## config.mk

```make
export PLATFORM = sky130hd
export DESIGN_NAME = heat_mode_scheduler
export DESIGN_NICKNAME = d
export VERILOG_FILES = /design/src/rtl/heat_pkg.sv /design/src/rtl/heat_tick_timer.sv /design/src/rtl/heat_mode_scheduler.sv
export SDC_FILE = /design/constraint.sdc
export NUM_CORES = 1
export LEC_CHECK = 0
export BUFFER_PORTS_ARGS = -buffer_cell sky130_fd_sc_hd__buf_2
export CAP_MARGIN = 20
export CORE_UTILIZATION = 30
export CTS_CLUSTER_DIAMETER = 60
export DETAILED_ROUTE_END_ITERATION = 10
export PLACE_DENSITY_LB_ADDON = 0.15
export SYNTH_ARGS = -nofsm -noshare
export SYNTH_HDL_FRONTEND = slang
export SYNTH_SLANG_ARGS = --single-unit
export TNS_END_PERCENT = 5
```

## constraint.sdc

```tcl
create_clock -name clk -period 2.75 [get_ports clk]
set_input_delay 0.1375 -clock clk [delete_from_list [all_inputs] [get_ports clk]]
set_output_delay 0.1375 -clock clk [all_outputs]
set_load 0.05 [all_outputs]
```

## src/rtl/heat_pkg.sv

```systemverilog
// Shared encodings and default timing for the two-mode heating sequencer.
package heat_pkg;

  typedef enum logic [1:0] {
    IDLE    = 2'b00,
    HEAT    = 2'b01,
    CHANGE  = 2'b10,
    LOCKOUT = 2'b11
  } heat_state_e;

  localparam logic MODE_A = 1'b0;
  localparam logic MODE_B = 1'b1;

  localparam int HYST_DEF    = 2;
  localparam int MIN_ON_DEF  = 60;
  localparam int MIN_OFF_DEF = 30;
  localparam int DEAD_DEF    = 10;

  function automatic logic [1:0] mode_onehot(input logic mode);
    return (mode == MODE_B) ? 2'b10 : 2'b01;
  endfunction

endpackage

```

## src/rtl/heat_tick_timer.sv

```systemverilog
// Tick-driven up-counter with synchronous clear, saturating at a caller-chosen limit.
module heat_tick_timer #(
  parameter int CW = 8
) (
  input  logic          clk,
  input  logic          rst,
  input  logic          tick,
  input  logic          clr,
  input  logic [CW-1:0] limit,
  output logic          done,
  output logic          hit
);

  logic [CW-1:0] count;

  always_ff @(posedge clk or posedge rst) begin
    if (rst)
      count <= '0;
    else if (clr)
      count <= '0;
    else if (tick && !done)
      count <= count + CW'(1);
  end

  assign done = (count == limit);

  // hit flags the tick that completes the count, so the caller can act on that same edge
  assign hit = tick && !done && (({1'b0, count} + (CW+1)'(1)) == {1'b0, limit});

endmodule

```

## src/rtl/heat_mode_scheduler.sv

```systemverilog
// Heating sequencer: hysteresis, minimum on/off dwell and changeover dead-time
// between the two heater modes; heaters are never both energised.
//
//   state   | meaning
//   IDLE    | heaters off, waiting for enable && demand_on
//   HEAT    | one heater on (onehot(mode_select)), MIN_ON dwell running
//   CHANGE  | heaters off for DEAD ticks before switching mode
//   LOCKOUT | heaters off for MIN_OFF ticks, inputs ignored
module heat_mode_scheduler
  import heat_pkg::*;
#(
  parameter int TW      = 8,
  parameter int HYST    = HYST_DEF,
  parameter int MIN_ON  = MIN_ON_DEF,
  parameter int MIN_OFF = MIN_OFF_DEF,
  parameter int DEAD    = DEAD_DEF,
  parameter int CW      = 8
) (
  input  logic          clk,
  input  logic          rst,
  input  logic          tick,
  input  logic          enable,
  input  logic [TW-1:0] temp_cur,
  input  logic [TW-1:0] temp_set,
  input  logic          mode_req,
  output logic          mode_select,
  output logic [1:0]    heat_on,
  output logic [1:0]    state
);

  heat_state_e   state_r, state_nx;
  logic          mode_r, mode_nx;
  logic [1:0]    heat_r, heat_nx;
  logic          tmr_clr, tmr_done, tmr_hit, reach;
  logic [CW-1:0] tmr_limit;
  logic [TW:0]   cur_ext, set_ext, hyst_ext;
  logic          demand_on, demand_off;

  // one extra bit so the hysteresis offset can never wrap
  assign cur_ext    = {1'b0, temp_cur};
  assign set_ext    = {1'b0, temp_set};
  assign hyst_ext   = (TW+1)'(HYST);
  assign demand_on  = (cur_ext + hyst_ext) < set_ext;
  assign demand_off = cur_ext >= (set_ext + hyst_ext);

  heat_tick_timer #(.CW(CW)) u_timer (
    .clk   (clk),
    .rst   (rst),
    .tick  (tick),
    .clr   (tmr_clr),
    .limit (tmr_limit),
    .done  (tmr_done),
    .hit   (tmr_hit)
  );

  assign reach = tmr_done || tmr_hit;

  always_comb begin
    state_nx  = state_r;
    tmr_limit = CW'(MIN_ON);
    case (state_r)
      IDLE: begin
        if (enable && demand_on) state_nx = HEAT;
      end
      HEAT: begin
        tmr_limit = CW'(MIN_ON);
        if (!enable)                           state_nx = LOCKOUT;
        else if (demand_off && reach)          state_nx = LOCKOUT;
        else if ((mode_req != mode_r) && reach) state_nx = CHANGE;
      end
      CHANGE: begin
        tmr_limit = CW'(DEAD);
        if (!enable || demand_off) state_nx = LOCKOUT;
        else if (reach)            state_nx = HEAT;
      end
      LOCKOUT: begin
        tmr_limit = CW'(MIN_OFF);
        if (reach) state_nx = IDLE;
      end
      default: state_nx = IDLE;
    endcase

    // every state starts its dwell from zero
    tmr_clr = (state_nx != state_r) || (state_r == IDLE);
    mode_nx = ((state_nx == HEAT) && (state_r != HEAT)) ? mode_req : mode_r;
    heat_nx = (state_nx == HEAT) ? mode_onehot(mode_nx) : 2'b00;
  end

  always_ff @(posedge clk or posedge rst) begin
    if (rst) begin
      state_r <= IDLE;
      mode_r  <= MODE_A;
      heat_r  <= 2'b00;
    end else begin
      state_r <= state_nx;
      mode_r  <= mode_nx;
      heat_r  <= heat_nx;
    end
  end

  assign state       = state_r;
  assign mode_select = mode_r;
  assign heat_on     = heat_r;

endmodule

```

* Word level (Yosys, flattened, before mapping)
Index checks and enable logic that the tools add are counted.
** Operators by class
- Multiplexer cells :: 14
- $add $sub $neg :: 4
- Eq/ne operators :: 9
- Magnitude comparators :: 2
- Reductions and logical operators :: 13
** Operators by type and width (number)
- 8-bit by 2-bit adder with 9-bit output, second input constant :: 2
- 2-bit two-way mux :: 9
- 8-bit two-way mux :: 2
- 6-bit case mux with 2 select lines :: 1
- 8-bit by 1-bit adder with 9-bit output, second input constant :: 1
- 9-bit by 6-bit == test with 1-bit output :: 1
- 8-bit by 9-bit greater-or-equal comparator with 1-bit output :: 1
- 9-bit by 8-bit less-than comparator with 1-bit output :: 1
- 8-bit by 1-bit adder with 8-bit output, second input constant :: 1
- 8-bit by 6-bit == test with 1-bit output :: 1
- 2-bit case mux with 4 select lines :: 1
- 1-bit logical AND :: 6
- 2-bit by 1-bit == test with 1-bit output, second input constant :: 2
- 2-bit == test, second input constant :: 2
- 1-bit logical OR :: 3
- 1-bit zero test :: 2
- 2-bit zero test :: 1
- 2-bit by 1-bit inequality test with 1-bit output, second input constant :: 1
- 2-bit inequality test :: 1
- 2-bit nonzero test :: 1
- 1-bit two-way mux :: 1
- 1-bit inequality test :: 1
** Storage, ports and cells
- Flip-flop bits (word level) :: 13
- Logic and storage cells :: 46

* Depth between registers and ports, before layout
- Depth in word-level cells :: 17
- Depth in mapped cells :: 11

* Modules after synthesis
From an unflattened synthesis, not the netlist that was laid out.
** Second synthesis, totals
- Cell total of the unflattened synthesis :: 210
- Area, all modules :: 1709.1 um2
** By module, submodules not included
- heat_mode_scheduler :: sequential area each 125.1 um2, instances 1, area an instance 919.6 um2, cells an instance 118
- heat_tick_timer :: sequential area each 200.2 um2, instances 1, area an instance 789.5 um2, cells an instance 92

* Least setup slack after synthesis
No wires, ideal clock.
- Path type :: register -> register
- Start point :: reg state_r[0] (netlist: state[0])
- End point :: reg mode_r (netlist: mode_select)
- Data arrival time :: 2508 ps
- Period minus slack after synthesis :: 2635 ps
- Path buffers :: 0
- Stages on the path, launching flop included :: 8
- Slack :: 115 ps
- Cell sequence :: dfrtp_1 and2b_4 o221a_2 or4_4 a211oi_4 o21ai_2 a211oi_2 mux2_1
** Between the ends
- Word-level cells in the longest chain between the ends :: 15
** Ends and longest elaborated chain
- start: declaration :: RTL line heat_mode_scheduler.sv:31 : heat_state_e state_r, state_nx;
- start signal: assignment :: RTL line heat_mode_scheduler.sv:95 : state_r <= state_nx;
- 2-bit == test :: RTL line heat_mode_scheduler.sv:61 : case (state_r)
- 6-bit case mux with 2 select lines :: RTL line heat_mode_scheduler.sv:61
- 8-bit by 6-bit == test with 1-bit output :: RTL line heat_tick_timer.sv:25 : assign done = (count == limit);
- 1-bit zero test :: RTL line heat_tick_timer.sv:28 : assign hit = tick && !done && (({1'b0, count} + (CW+1)'(1)) == {1'b0, limit});
- 1-bit logical AND (2 in series) :: RTL line heat_tick_timer.sv:28
- 1-bit logical OR :: RTL line heat_mode_scheduler.sv:56 : assign reach = tmr_done || tmr_hit;
- 1-bit logical AND :: RTL line heat_mode_scheduler.sv:69 : else if ((mode_req != mode_r) && reach) state_nx = CHANGE;
- 2-bit two-way mux :: RTL line heat_mode_scheduler.sv:69
- 2-bit two-way mux :: RTL line heat_mode_scheduler.sv:68 : else if (demand_off && reach) state_nx = LOCKOUT;
- 2-bit two-way mux :: RTL line heat_mode_scheduler.sv:67 : if (!enable) state_nx = LOCKOUT;
- 2-bit case mux with 4 select lines :: RTL line heat_mode_scheduler.sv:61
- 2-bit by 1-bit == test with 1-bit output :: RTL line heat_mode_scheduler.sv:85 : mode_nx = ((state_nx == HEAT) && (state_r != HEAT)) ? mode_req : mode_r;
- 1-bit logical AND * :: RTL line heat_mode_scheduler.sv:85
- 1-bit two-way mux * :: RTL line heat_mode_scheduler.sv:85
- via mode_nx :: RTL line heat_mode_scheduler.sv:32 : logic mode_r, mode_nx;
- end signal: assignment :: RTL line heat_mode_scheduler.sv:96 : mode_r <= mode_nx;
- end: declaration :: RTL line heat_mode_scheduler.sv:32
Mark *: on every way through the listed nets, which the timed path passes. The rest lies on a longest branch.
A chain may end at the register's enable or synchronous reset.

* Worst setup path in the final report
- Start point :: reg u_timer.count[0]
- End point :: reg mode_r (netlist: mode_select)
** Between the ends
- Word-level cells in the longest chain between the ends :: 13
** Ends and longest elaborated chain
- start: declaration :: RTL line heat_tick_timer.sv:14 : logic [CW-1:0] count;
- start signal: assignment :: RTL line heat_tick_timer.sv:22 : count <= count + CW'(1);
- branches (longest 4 deep; another with 8-bit by 1-bit adder with 9-bit output)
- 1-bit logical OR * :: RTL line heat_mode_scheduler.sv:56
- 1-bit logical AND :: RTL line heat_mode_scheduler.sv:69
- 2-bit two-way mux :: RTL line heat_mode_scheduler.sv:69
- 2-bit two-way mux :: RTL line heat_mode_scheduler.sv:68
- 2-bit two-way mux :: RTL line heat_mode_scheduler.sv:67
- 2-bit case mux with 4 select lines * :: RTL line heat_mode_scheduler.sv:61
- 2-bit by 1-bit == test with 1-bit output * :: RTL line heat_mode_scheduler.sv:85
- 1-bit logical AND * :: RTL line heat_mode_scheduler.sv:85
- 1-bit two-way mux * :: RTL line heat_mode_scheduler.sv:85
- via mode_nx :: RTL line heat_mode_scheduler.sv:32
Mark *: on every way through the listed nets, which the timed path passes.

==> summary.txt <==
Drt
  • Wirelength per Cell: around 13 um
  • Router iterations before antenna repair: 4
  • Vias per cell: roughly 4.9
  • # DRC: 0
  • Final ANT Viol Nets: 0
  • DR vias: approximately 1400
  • Drt total wl: 3.814 mm
  • DRT iter0 DRCs: 73

Worst setup path
  • Cell family with most CP delay: compound AO/OA/AOI/OAI gates
  • RR Startpoint: u_timer.count[0]
  • CP peak stage delay: 0.44 ns
  • CP endpoint kind: flop
  • Crit path max fanout: 7
  • CP bufs+invs: 0
  • Slowest-stage cell, CP: or4_4
  • CP arrival: 2.74 ns
  • Crit path launch type: flop
  • Required time of the critical path: 2.88 ns
  • Worst path cell trace: ha_2 -> or3_1 -> o221a_2 -> or4_4 -> a211oi_4 -> o21ai_2 -> a211oi_2 -> mux2_1
  • Type of the worst setup path: flop to flop
  • Setup crit start: u_timer.count[0]

Synth
  • Syn Nets: 230
  • Multiplexer share of the synthesized area: under 10%
  • Avg Cell Area, Syn: roughly 8.5 um^2
  • Sequential cell area fraction in the yosys report: between 20% and 30%
  • Primary FF master, synth: dfrtp_1
  • Top-area cell type share of the netlist area: between 20 and 25%
  • Largest family of logic cells by synthesized area: simple AND/OR/NAND/NOR gates
  • Main area contributors after synthesis: dfrtp_1 20%, ha_1 14%, xnor2_1 6.0%, xor2_1 5.4%, nand2_1 4.2%
  • Post-Synth Simple-Gate Area: about a quarter
  • Syn. warnings: 0
  • Post-synth ARST share: 100.0%
  • Gate Count Post-Synth: 191
  • Count of cell types in the netlist: 49
  • Yosys top cell by area: dfrtp_1
  • Number of synthesized flops with an enable pin: 0
  • Yosys reg bits: 13
  • Synth Area in XOR/XNOR: a little under an eighth
  • Mapped Area: 1614 um^2
  • Post-Synth Adder-Cell Area: 13.95%
  • Post-synthesis compound-gate area fraction: 19.30%

Clock network
  • Clk Tree Root Cell: clkbuf_8
  • Skew-Pair Late Insertion Delay: 0.24 ns
  • # clock sinks: 13
  • Clock buffer depth: 2
  • Clock slew at reported path FFs: 0.06 ns
  • H-Tree Level Count: 1
  • CTS tree: built
  • CTS buffer count: 3

Place
  • DP Area: 1799 um^2
  • Routability congestion estimate: 0.7928
  • Post-placement setup slack: approximately 0.13 ns
  • Port bufs: 25
  • DP HPWL: between 3 and 4 mm

Floorplanning
  • Row Count: 26
  • Initial Util: 31.40%
  • Num ports: 26
  • Die width: ~75 um
  • Die area: ~5700 um^2
  • Core area: 5140 um^2
  • Die Y: between 70 and 80 um

Run
  • Max-cap viol count: 0

Power and ir drop
  • Worst VDD drop: roughly 410 uV
  • Pleak: between 0.8 and 0.9 nW
  • Design Power: roughly 1.4 mW
  • PD cells: between 700 and 800 nW/um^2

Global routing
  • Global route overflow: 0
  • Largest net degree at the start of global routing: 14
  • Number of global-route vias before repair: around 1400
  • Antenna violations before repair: 0
  • First-pass GRT wire length: approximately 6.4 mm
  • Tot GR Track Use: 14.35%

Timing
  • Fin. Hold Viols: 0
  • Worst-Margin Slew: 0.6840 ns
  • Slew HR: around 54%
  • Setup TNS: 0 ns
  • Fin. max-slew vios: 0
  • Min setup slack post-route: ~0.14 ns
  • Maximum clock frequency: roughly 380 MHz
  • Tcrit/Tclk final: roughly 95%
  • Final setup skew: approximately 0.0052 ns
  • RSZ-0062 raised after global routing: no
  • Final Setup Violations: 0
  • Fin crit period: approximately 2.6 ns

Cells and area
  • Nets: 260
  • Area grow syn2layout: 15.12%
  • Layout cells sized above 1: between 20% and 30%
  • Design area: 1858 um^2
  • Ant diodes: 0

Min path
  • Path type of the worst min-delay path: primary input to flop
  • Worst Hold Launch: mode_req

Status
  • Status: complete, no violations
[final timing paths]
kind	depth (start not counted)	end	slack (ns)
setup reg to reg	8	mode_select	0.14
hold / removal	2	mode_select	0.16
max in group asynchronous	3	u_timer.count[6]	1.92
setup / recovery	8	mode_select	0.14
hold reg to reg	1	mode_select	0.58
min in group asynchronous	3	heat_on[0]	0.48
[state kept, by name (all words and copies together) (netlist names)]
| name | cells |
|---|---|
| u_timer.count | 8 |
| heat_on | 2 |
| state | 2 |
| mode_select | 1 |
[layer usage]
metal | part of all wire (%) | wire [um] | vias to the layer above | track usage [%]
met3 | 1.9 | 71 | 0 | 1.984
li1 | - | - | 748 | -
met4 | 0 | 0 | 0 | 1.029
met5 | 0 | 0 | - | 0
met1 | 53 | 2010 | 659 | 21.26
met2 | 45 | 1732 | 21 | 23.12
[timing repair]
action                                  CTS  global route
gates resized for setup                   0             1
hold buffers                              1             0
hold endpoints to repair                 13             0
buffers inserted                          0             0
endpoints found under the setup margin    0             1
[cells by family (layout without fill, tap and decap cells)]
family	Yosys count	count (layout)
flops	13	13
fa+ha+maj	18	18
simple gates	70	70
buf+inv	23	52
compound gates	42	42
mux	4	4
xor+xnor	21	21
[per-stage QoR]
stage,hold WS (ns),cells,utilization (%)
global route,0.1723,290,36.15
CTS,0.1569,290,36.10
global placement,0.1968,285,35.00
detailed placement,0.2087,285,35.00
finish,0.1623,290,36.15
floorplan,0.01446,191,-
[cells in the mapped netlist (all sizes together) (2+ instances only)]
cell,number
a211oi,6
a21oi,12
a31oi,2
and2,3
and3,5
buf,6
dfrtp,13
ha,18
inv,15
mux2,2
mux2i,2
nand2,18
nand3,13
nand4,5
nor2,5
nor2b,3
nor3,5
nor3b,5
o2111ai,3
o211ai,3
o21ai,7
o21bai,2
xnor2,11
xor2,10
[final cells by class]
type | count | area (um^2)
clock inverter | 1 | 5.005
tap | 70 | 87.58
sequential | 13 | 325.3
fill | 577 | 3282
timing repair buffer | 33 | 187.7
clock buffer | 3 | 41.29
multi-input combinational | 155 | 1155
inverter | 15 | 56.30
[cell usage in the layout, fill, tap and decap left out, types with 2 or more instances in the layout]
cell / instances
a31oi_1: 2
a21oi_1: 12
and3_1: 2
buf_2: 25
inv_1: 15
nor3_1: 5
nor3b_1: 5
o21bai_1: 2
o211ai_1: 3
and2_1: 2
nand3_1: 13
xnor2_1: 11
mux2i_1: 2
buf_4: 7
a211oi_1: 4
nand2_1: 18
ha_1: 17
and3_2: 3
dfrtp_1: 13
nor2_1: 5
nor2b_1: 3
o2111ai_1: 3
xor2_1: 10
clkbuf_8: 3
nand4_1: 5
o21ai_0: 5
[where the power goes]
group	internal (mW)	total, mW	switching, mW	leakage [nW]
Clock	0.100	0.170	0.0704	0.0255
Sequential	0.250	0.334	0.0841	0.165
Combinational	0.364	0.873	0.509	0.654
Total	0.714	1.38	0.664	0.844
Note: power is estimated with default switching activity, not from simulation.
